File: config.mk
export PLATFORM = sky130hd
export DESIGN_NAME = mic_adc_reader
export DESIGN_NICKNAME = d
export VERILOG_FILES = /design/src/rtl/mic_pkg.sv /design/src/rtl/mic_sclk_gen.sv /design/src/rtl/mic_adc_reader.sv
export SDC_FILE = /design/constraint.sdc
export NUM_CORES = 1
export LEC_CHECK = 0
export ABC_AREA = 1
export ABC_CLOCK_PERIOD_IN_PS = 3340
export CAP_MARGIN = 5
export CORE_AREA = 2 2 67 69
export CTS_CLUSTER_SIZE = 40
export DETAILED_ROUTE_END_ITERATION = 10
export DIE_AREA = 0 0 69 71
export PLACE_DENSITY = 0.81
export REMOVE_ABC_BUFFERS = 1
export SLEW_MARGIN = 5
export SYNTH_ARGS = -nofsm -noshare
export SYNTH_HDL_FRONTEND = slang
export SYNTH_SLANG_ARGS = --single-unit
export TNS_END_PERCENT = 20
File: constraint.sdc
create_clock -name clk -period 3.34 [get_ports clk]
set_input_delay 1.002 -clock clk [delete_from_list [all_inputs] [get_ports clk]]
set_output_delay 1.002 -clock clk [all_outputs]
set_load 0.02 [all_outputs]
File: src/rtl/mic_pkg.sv
// Shared types and default sizes for the microphone ADC front end.
package mic_pkg;

  typedef enum logic [2:0] {
    ST_IDLE,
    ST_SETUP,
    ST_SHIFT_LO,
    ST_SHIFT_HI,
    ST_DONE
  } mic_adc_state_t;

  localparam int MIC_SAMPLE_WIDTH = 32;
  localparam int MIC_ADC_BITS     = 12;
  localparam int MIC_FRAME_BITS   = 16;

endpackage

File: src/rtl/mic_sclk_gen.sv
// Half-period counter for the ADC serial clock. While enabled it toggles the
// registered sclk every CLK_DIV cycles and flags the last cycle of each phase.
// Disabled, it parks with sclk low and the counter cleared.
module mic_sclk_gen #(
  parameter int CLK_DIV = 2
) (
  input  logic clk,
  input  logic reset,
  input  logic en_i,
  output logic phase_done_o,
  output logic adc_sclk_o
);

  localparam int CW = $clog2(CLK_DIV + 1);

  logic [CW-1:0] cnt_q, cnt_d;
  logic          sclk_q, sclk_d;
  logic          last;

  assign last         = (cnt_q == CW'(CLK_DIV - 1));
  assign phase_done_o = en_i && last;
  assign adc_sclk_o   = sclk_q;

  // Next half-period count and sclk level.
  always_comb begin
    cnt_d  = '0;
    sclk_d = 1'b0;
    if (en_i) begin
      cnt_d  = last ? '0 : cnt_q + CW'(1);
      sclk_d = last ? ~sclk_q : sclk_q;
    end
  end

  // Counter and sclk registers.
  always_ff @(posedge clk) begin
    if (reset) begin
      cnt_q  <= '0;
      sclk_q <= 1'b0;
    end else begin
      cnt_q  <= cnt_d;
      sclk_q <= sclk_d;
    end
  end

endmodule

File: src/rtl/mic_adc_reader.sv
// Serial ADC reader: paces conversions from a sample-period counter, drives
// chip select and sclk, shifts each frame in MSB first and strobes the result.
// Optional MIC_ADC_TWOS_COMP_EN: treat the ADC word as offset binary and
// convert it to a sign-extended two's-complement sample. Default build
// zero-extends the raw ADC word.
module mic_adc_reader
  import mic_pkg::*;
#(
  parameter int WIDTH         = MIC_SAMPLE_WIDTH,
  parameter int DATA_BITS     = MIC_ADC_BITS,
  parameter int FRAME_BITS    = MIC_FRAME_BITS,
  parameter int CLK_DIV       = 2,
  parameter int SAMPLE_PERIOD = 100
) (
  input  logic             clk,
  input  logic             reset,
  input  logic             enable,
  input  logic             adc_dout,
  output logic             adc_cs_n,
  output logic             adc_sclk,
  output logic [WIDTH-1:0] sample,
  output logic             sample_valid,
  output logic             busy,
  output logic             overrun
);

  localparam int PW = $clog2(SAMPLE_PERIOD);
  localparam int BW = $clog2(FRAME_BITS + 1);
  localparam int SW = $clog2(CLK_DIV + 1);

  mic_adc_state_t       state_q, state_d;
  logic [PW-1:0]        per_q, per_d;
  logic [SW-1:0]        setup_q, setup_d;
  logic [BW-1:0]        bit_q, bit_d;
  logic [DATA_BITS-1:0] sh_q, sh_d;
  logic                 cs_n_q, cs_n_d;
  logic [WIDTH-1:0]     sample_q, sample_d;
  logic                 valid_q, valid_d;
  logic                 ovr_q, ovr_d;

  logic                 tick;
  logic                 sclk_en;
  logic                 phase_done;
  logic [WIDTH-1:0]     fmt;

  // Only the last DATA_BITS shifted bits survive, so the leading frame bits
  // fall off the top of the shift register on their own.
`ifdef MIC_ADC_TWOS_COMP_EN
  logic [DATA_BITS-1:0] word;
  assign word = {~sh_q[DATA_BITS-1], sh_q[DATA_BITS-2:0]};
  assign fmt  = WIDTH'($signed(word));
`else
  assign fmt  = WIDTH'(sh_q);
`endif

  assign tick    = enable && (per_q == '0);
  assign sclk_en = (state_q == ST_SHIFT_LO) || (state_q == ST_SHIFT_HI);

  mic_sclk_gen #(.CLK_DIV(CLK_DIV)) u_sclk (
    .clk          (clk),
    .reset        (reset),
    .en_i         (sclk_en),
    .phase_done_o (phase_done),
    .adc_sclk_o   (adc_sclk)
  );

  // Period counter, frame sequencing, shifting and output formatting.
  always_comb begin
    state_d  = state_q;
    setup_d  = setup_q;
    bit_d    = bit_q;
    sh_d     = sh_q;
    cs_n_d   = cs_n_q;
    sample_d = sample_q;
    valid_d  = 1'b0;
    ovr_d    = ovr_q | (tick && (state_q != ST_IDLE));
    per_d    = '0;
    if (enable)
      per_d = (per_q == PW'(SAMPLE_PERIOD - 1)) ? '0 : per_q + PW'(1);

    unique case (state_q)
      ST_IDLE: begin
        if (tick) begin
          state_d = ST_SETUP;
          cs_n_d  = 1'b0;
          setup_d = '0;
          bit_d   = '0;
        end
      end
      ST_SETUP: begin
        if (setup_q == SW'(CLK_DIV - 1)) state_d = ST_SHIFT_LO;
        else                             setup_d = setup_q + SW'(1);
      end
      ST_SHIFT_LO: begin
        if (phase_done) begin
          sh_d    = {sh_q[DATA_BITS-2:0], adc_dout};
          bit_d   = bit_q + BW'(1);
          state_d = ST_SHIFT_HI;
        end
      end
      ST_SHIFT_HI: begin
        if (phase_done) begin
          if (bit_q == BW'(FRAME_BITS)) begin
            state_d  = ST_DONE;
            cs_n_d   = 1'b1;
            valid_d  = 1'b1;
            sample_d = fmt;
          end else begin
            state_d = ST_SHIFT_LO;
          end
        end
      end
      ST_DONE: state_d = ST_IDLE;
      default: state_d = ST_IDLE;
    endcase
  end

  // State and datapath registers.
  always_ff @(posedge clk) begin
    if (reset) begin
      state_q  <= ST_IDLE;
      per_q    <= '0;
      setup_q  <= '0;
      bit_q    <= '0;
      sh_q     <= '0;
      cs_n_q   <= 1'b1;
      sample_q <= '0;
      valid_q  <= 1'b0;
      ovr_q    <= 1'b0;
    end else begin
      state_q  <= state_d;
      per_q    <= per_d;
      setup_q  <= setup_d;
      bit_q    <= bit_d;
      sh_q     <= sh_d;
      cs_n_q   <= cs_n_d;
      sample_q <= sample_d;
      valid_q  <= valid_d;
      ovr_q    <= ovr_d;
    end
  end

  assign adc_cs_n     = cs_n_q;
  assign busy         = ~cs_n_q;
  assign sample       = sample_q;
  assign sample_valid = valid_q;
  assign overrun      = ovr_q;

endmodule

Word-level counts from Yosys, hierarchy flattened
Cells that the tools add are included.
Widths: inputs -> output; s select.
{ "totals": {"inputBits": 4, "ramBits": 0, "ff_bits": 47, "mem_bits_ro": 0, "latchBits": 0, "n_memories": 0, "output_inout_bits": 37} }
{ "classes": {"div": 0, "n_lt_le_gt_ge": 0, "n_reduce_logical": 20, "mul": 0, "add_sub_neg": 4, "n_eq_ne": 13, "n_shift": 0, "bitwise": 7, "n_mux": 17} }
{ "ops": {"columns": ["op", "n"], "rows": [
  ["$mux 3", 5],
  ["$pmux 3 s4", 1],
  ["$mux 5", 2],
  ["$ne 2x2->1 const B", 5],
  ["$pmux 5 s2", 1],
  ["$reduce_and 3->1", 3],
  ["$reduce_or 3->1", 3],
  ["$reduce_and 4->1", 2],
  ["$add 7x1->7 const B", 1],
  ["$eq 7x7->1 const B", 1],
  ["$logic_not 7->1", 1],
  ["$eq 3x2->1 const B", 2],
  ["$not 1->1", 6],
  ["$reduce_bool 2->1", 3],
  ["$add 5x1->5 const B", 1],
  ["$eq 5x5->1 const B", 1],
  ["$add 2x1->2 const B", 2],
  ["$eq 2x1->1 const B", 2],
  ["$mux 1", 4],
  ["$mux 2", 2],
  ["$pmux 2 s2", 1],
  ["$eq 3x1->1 const B", 1],
  ["$logic_and 1x1->1", 3],
  ["$logic_not 3->1", 1],
  ["7 further kinds", 7]
]} }

Longest topological paths before layout
{ "depth": {"depth_word": 5, "mapped_depth": 10, "depth_no_buf": 10} }

Hierarchy
A second synthesis with hierarchy kept.
{ "hier_totals": {"cells_unflattened": 291, "area_unflattened_um2": 2229.6} }
{ "modules_own_cells": {"columns": ["module", "area_per_inst_um2", "cells_each", "instances", "seq_area_each_um2"], "rows": [
  ["mic_adc_reader", 2100.8, 273, 1, 880.8],
  ["mic_sclk_gen", 128.9, 18, 1, 60.1]
]} }

Worst setup path after synthesis
OpenSTA, ideal clock, no wires.
{ "synth_timing": {"path_type": "input to register", "from": "input enable", "to": "register setup_q[1]", "arrival_ns": 1.583, "setup_ns": 0.128, "stages": 7, "setup_slack_ns": 1.630, "cell_sequence": "nand2_1 > nor2_1 > nand2_1 > nand2_4 > nand2_1 > o21ai_0 > nor2_1"} }
{ "synth_between": {"elab_chain_cells": 3} }
{ "synth_lines": {"columns": ["element", "line_no", "source"], "rows": [
  ["from (decl)", "mic_adc_reader.sv:17", "input logic enable,"],
  ["$logic_and 1x1->1", "mic_adc_reader.sv:56", "assign tick = enable && (per_q == '0);"],
  ["$ne 2x2->1 (no line)", null, null],
  ["$reduce_and 3->1 (no line)", null, null],
  ["to (signal assigned)", "mic_adc_reader.sv:133", "setup_q <= setup_d;"],
  ["to (decl)", "mic_adc_reader.sv:33", "logic [SW-1:0] setup_q, setup_d;"]
]} }
No other way between the ends.
A chain may end at the register's enable or synchronous reset.

Final worst setup path
{ "layout_timing": {"from": "register cs_n_q, in the netlist adc_cs_n", "to": "output adc_cs_n"} }
{ "layout_lines": {"columns": ["element", "line_no", "source"], "rows": [
  ["from (decl)", "mic_adc_reader.sv:36", "logic cs_n_q, cs_n_d;"],
  ["from (signal assigned)", "mic_adc_reader.sv:136", "cs_n_q <= cs_n_d;"],
  ["to (decl)", "mic_adc_reader.sv:19", "output logic adc_cs_n,"]
]} }
No word-level cell between the ends.

==> Flow_metrics.wiki <==
{| class="wikitable"
! Metric !! Value
|-
| Finished Core Util || between 50 and 60%
|-
| Class of the tightest hold or removal check || flip-flop to flip-flop
|-
| Combinational fraction of design power || slightly below 30%
|-
| Adder-cell area share of the yosys netlist || 3.40%
|-
| I/O Buffers || 20
|-
| # Max-Cap Violations || 0
|-
| Number of standard cells in the layout, taps in and fillers out || approximately 360
|-
| Commonest register cell after synthesis || sky130_fd_sc_hd__dfxtp_1
|-
| Arrival time worst endpoint || between 1 and 1.5 ns
|-
| DPL Wire Length || 2890 microns
|-
| Share of power burned in the clock network || ~27%
|-
| Overall Global Routing Usage || around 17%
|-
| Effective utilization at floorplan || a little over half
|-
| Number of buffers created by CTS || 5
|-
| Total number of vias || between 1,500 and 2,000
|-
| Largest net degree at the start of global routing || 26
|-
| Critical Path Max Stage Delay || 0.62 ns
|-
| # rows || 24
|-
| Final critical-path required period || about 2.3 ns
|-
| Via-per-instance ratio || between 5 and 6
|-
| Post-cts repair resize count || 0
|-
| Worst setup EP type || output port
|-
| Largest family of logic cells by synthesized area || simple AND/OR/NAND/NOR gates
|-
| Syn avg cell area || roughly 7.7 sq um
|-
| Kind of cell with the highest combined delay on the critical path || buffers and inverters
|-
| Routability-driven placement congestion ratio || 0.855
|-
| Portion of netlist area occupied by mux cells || 0%
|-
| TNS Setup || 0 ns
|-
| Area of all sequential standard cells || 941 sq um
|-
| Relative contribution of sequential cells to total power || 43.4%
|-
| Number of detailed-route iterations in the first pass || 5
|-
| Clock tree from TritonCTS || yes
|-
| Commonest non-fill, non-tap cells in the layout || 47 x sky130_fd_sc_hd__dfxtp_1, 43 x sky130_fd_sc_hd__nand2_1, 37 x sky130_fd_sc_hd__inv_1, 33 x sky130_fd_sc_hd__a21oi_1, 24 x sky130_fd_sc_hd__nand3_1
|-
| Synthesized instance count || between 200 and 300
|-
| Cell internal pwr || between 900 and 1000 uW
|-
| Setup Crit Path Kind || flip-flop to output port
|-
| Number of hold-repair buffers added at the cts stage || 0
|-
| Total global routing overflow || 0
|-
| LEAKAGE || around 0.00096 uW
|-
| Ratio of cells with drive above 1 in the final layout || 8.20%
|-
| Wire length of the first global-routing pass || between 6000 and 7000 microns
|-
| Worst-path clk slew || 0.08 ns
|-
| # placed instances || 350
|-
| Number of hold violations in the final report || 0
|-
| Die ar. || about 4900 sq um
|-
| Unrepaired setup endpoints after global routing || no
|-
| Compound-cell area share of the yosys netlist || between 10 and 15%
|-
| Mean routed wirelength per cell || about 11 microns
|-
| Number of H-tree levels || 2
|-
| Peak supply drop || slightly above 0.0002 V
|-
| Slew at the pin closest to its max-slew limit || about 0.56 ns
|-
| Synth cell types || 30
|-
| Switching share of power || 34.4%
|-
| Relative area change from synthesis to final layout || 11.4%
|-
| Antenna Violating Nets Remaining || 0
|-
| Antenna diode instance count || 0
|-
| Worst path cell trace || clkdlybuf4s50_1
|-
| Share of synthesized cell area in and, or, nand and nor gates || a little under a quarter
|-
| Antenna violations before repair || 0
|-
| Yosys warns || 0
|-
| Detailed Route WL || 4020 microns
|-
| Deepest clock path buffer count || 2
|-
| Proportion of synthesized flip-flops having asynchronous set or reset || 0%
|-
| Number of buffers and inverters on the critical path || 1
|-
| Via count of the first global-routing pass || about 1,600
|-
| Leading cell type in the layout, fill and taps excluded || sky130_fd_sc_hd__dfxtp_1
|-
| Period Utilization, post-route || 68.5%
|-
| Power dissipated by switching net loads || between 500 and 600 uW
|-
| I/O pin count || 41
|-
| Final-stage net count || around 320
|-
| Area taken by multi-input logic gates || just under 1000 sq um
|-
| Max Clk Rate || about 0.44 GHz
|-
| Clock latency on the worst-skew pair || around 0.30 ns
|-
| Number of flops mapped to enable cells by yosys || 0
|-
| CP Max Fanout || 3
|-
| # setup viols final || 0
|-
| Category of the worst setup path launch point || flip-flop
|-
| Setup repair bufs after CTS || 0
|-
| Post-synthesis cell area || 2210 sq um
|-
| Run status || finished clean
|-
| Pwr Density || about 600 nW/um^2
|-
| Final number of max-transition violations || 0
|-
| Post-synthesis sequential area ratio || a little over two fifths
|-
| Residual DRC count || 0
|-
| Rel. slew slack || 62.3%
|-
| Xor and xnor fraction of the mapped netlist area || less than 1%
|-
| Setup Skew || around 0.0033 ns
|-
| Number of register bits inferred by synthesis || 47
|-
| Floorplan die width || approximately 69 microns
|-
| Worst Path Required || between 2 and 2.5 ns
|-
| Number of sinks handled by clock tree synthesis || 47
|-
| Core Region || around 4200 sq um
|-
| Worst-path cell with the longest stage delay || sky130_fd_sc_hd__clkdlybuf4s50_1
|-
| Violation count after the first detailed-routing iteration || 131
|-
| Die height || just over 70 microns
|-
| CTS Root Buffer Type || sky130_fd_sc_hd__clkbuf_8
|-
| Filler Cell Count || approximately 390
|}
## cells in the mapped netlist, types with 2 or more instances
master                     count  area share, %
sky130_fd_sc_hd__dfxtp_1      47             43
sky130_fd_sc_hd__nand2_1      43            7.3
sky130_fd_sc_hd__inv_1        37            6.3
sky130_fd_sc_hd__a21oi_1      33            7.5
sky130_fd_sc_hd__nand3_1      24            5.4
sky130_fd_sc_hd__buf_4        22            7.5
sky130_fd_sc_hd__nor2_1       19            3.2
sky130_fd_sc_hd__o21ai_0       9            2.0
sky130_fd_sc_hd__ha_1          6            3.4
sky130_fd_sc_hd__o21ai_2       6            2.4
sky130_fd_sc_hd__nand4_1       5            1.4
sky130_fd_sc_hd__a31oi_1       3           0.85
sky130_fd_sc_hd__clkbuf_1      3           0.51
sky130_fd_sc_hd__nand2_2       3           0.85
sky130_fd_sc_hd__nor3_1        3           0.68
sky130_fd_sc_hd__nor4_1        3           0.85
sky130_fd_sc_hd__buf_2         2           0.45
sky130_fd_sc_hd__buf_6         2            1.0
sky130_fd_sc_hd__nand2_4       2            1.0
sky130_fd_sc_hd__nor3b_1       2           0.68
sky130_fd_sc_hd__o211ai_1      2           0.68
## final cells by class
type,instances,area share [%]
inverter,39,6.05
multi-input combinational,189,39.9
timing repair buffer,23,9.05
clock inverter,1,1.22
tap,52,2.64
clock buffer,6,2.95
sequential,47,38.2
## worst paths after layout
path              slack [ns]  cells past startpoint             from               to
setup / recovery        1.05                      1         adc_cs_n         adc_cs_n
hold / removal          0.44                      1  u_sclk.cnt_q[0]  u_sclk.cnt_q[0]
setup reg to reg        1.77                      7         bit_q[0]        sample[1]
hold reg to reg         0.44                      1  u_sclk.cnt_q[0]  u_sclk.cnt_q[0]
## cell families after synthesis
kind of cell / Yosys count
flip-flops: 47
other: 1
buffers and inverters: 68
AO/OA/AOI/OAI: 55
AND/OR/NAND/NOR: 107
adder cells (fa/ha/maj): 6
XOR/XNOR: 1
## worst register-to-register path: cells and delay by family, from the launching register on
kind	cells	cell delay [ns]
compound gates	2	0.36
fa+ha+maj	1	0.16
buf+inv	2	0.21
flops	1	0.33
simple gates	2	0.40
## power by group through the flow
stage          Clock (uW)  Combinational (uW)  Sequential [uW]
2_1_floorplan           0                 310              651
3_3_place_gp            0                 412              645
3_5_place_dp            0                 428              645
4_1_cts               407                 429              632
5_1_grt               426                 480              637
6_report              398                 429              634
## registers in the layout, summed over array words and instances (netlist names)
name	count
sample	12
sh_q	12
per_q	7
bit_q	5
state_q	3
setup_q	2
u_sclk.cnt_q	2
adc_cs_n	1
overrun	1
sample_valid	1
u_sclk.adc_sclk_o	1
## per-layer routing
metal / GRT usage, % / vias up / part of all wire (%)
met1: 19.2 / 860 / 45
met4: 7.84 / 0 / 1.8
met2: 28.7 / 46 / 49
met5: 0 / - / 0
met3: 5.13 / 9 / 4.6
li1: - / 924 / -
## through the flow
step                hold WS [ns]  setup WS (ns)  total power (uW)  cell area (sq um)
floorplan                  0.399           1.48               962               2070
global placement           0.407           1.08              1060               2360
detailed placement         0.426           1.02              1070               2360
CTS                        0.437           1.05              1470               2460
global route               0.459           1.01              1540               2460
finish                     0.438           1.05              1460               2460
Power figures use the tool's default switching activity.
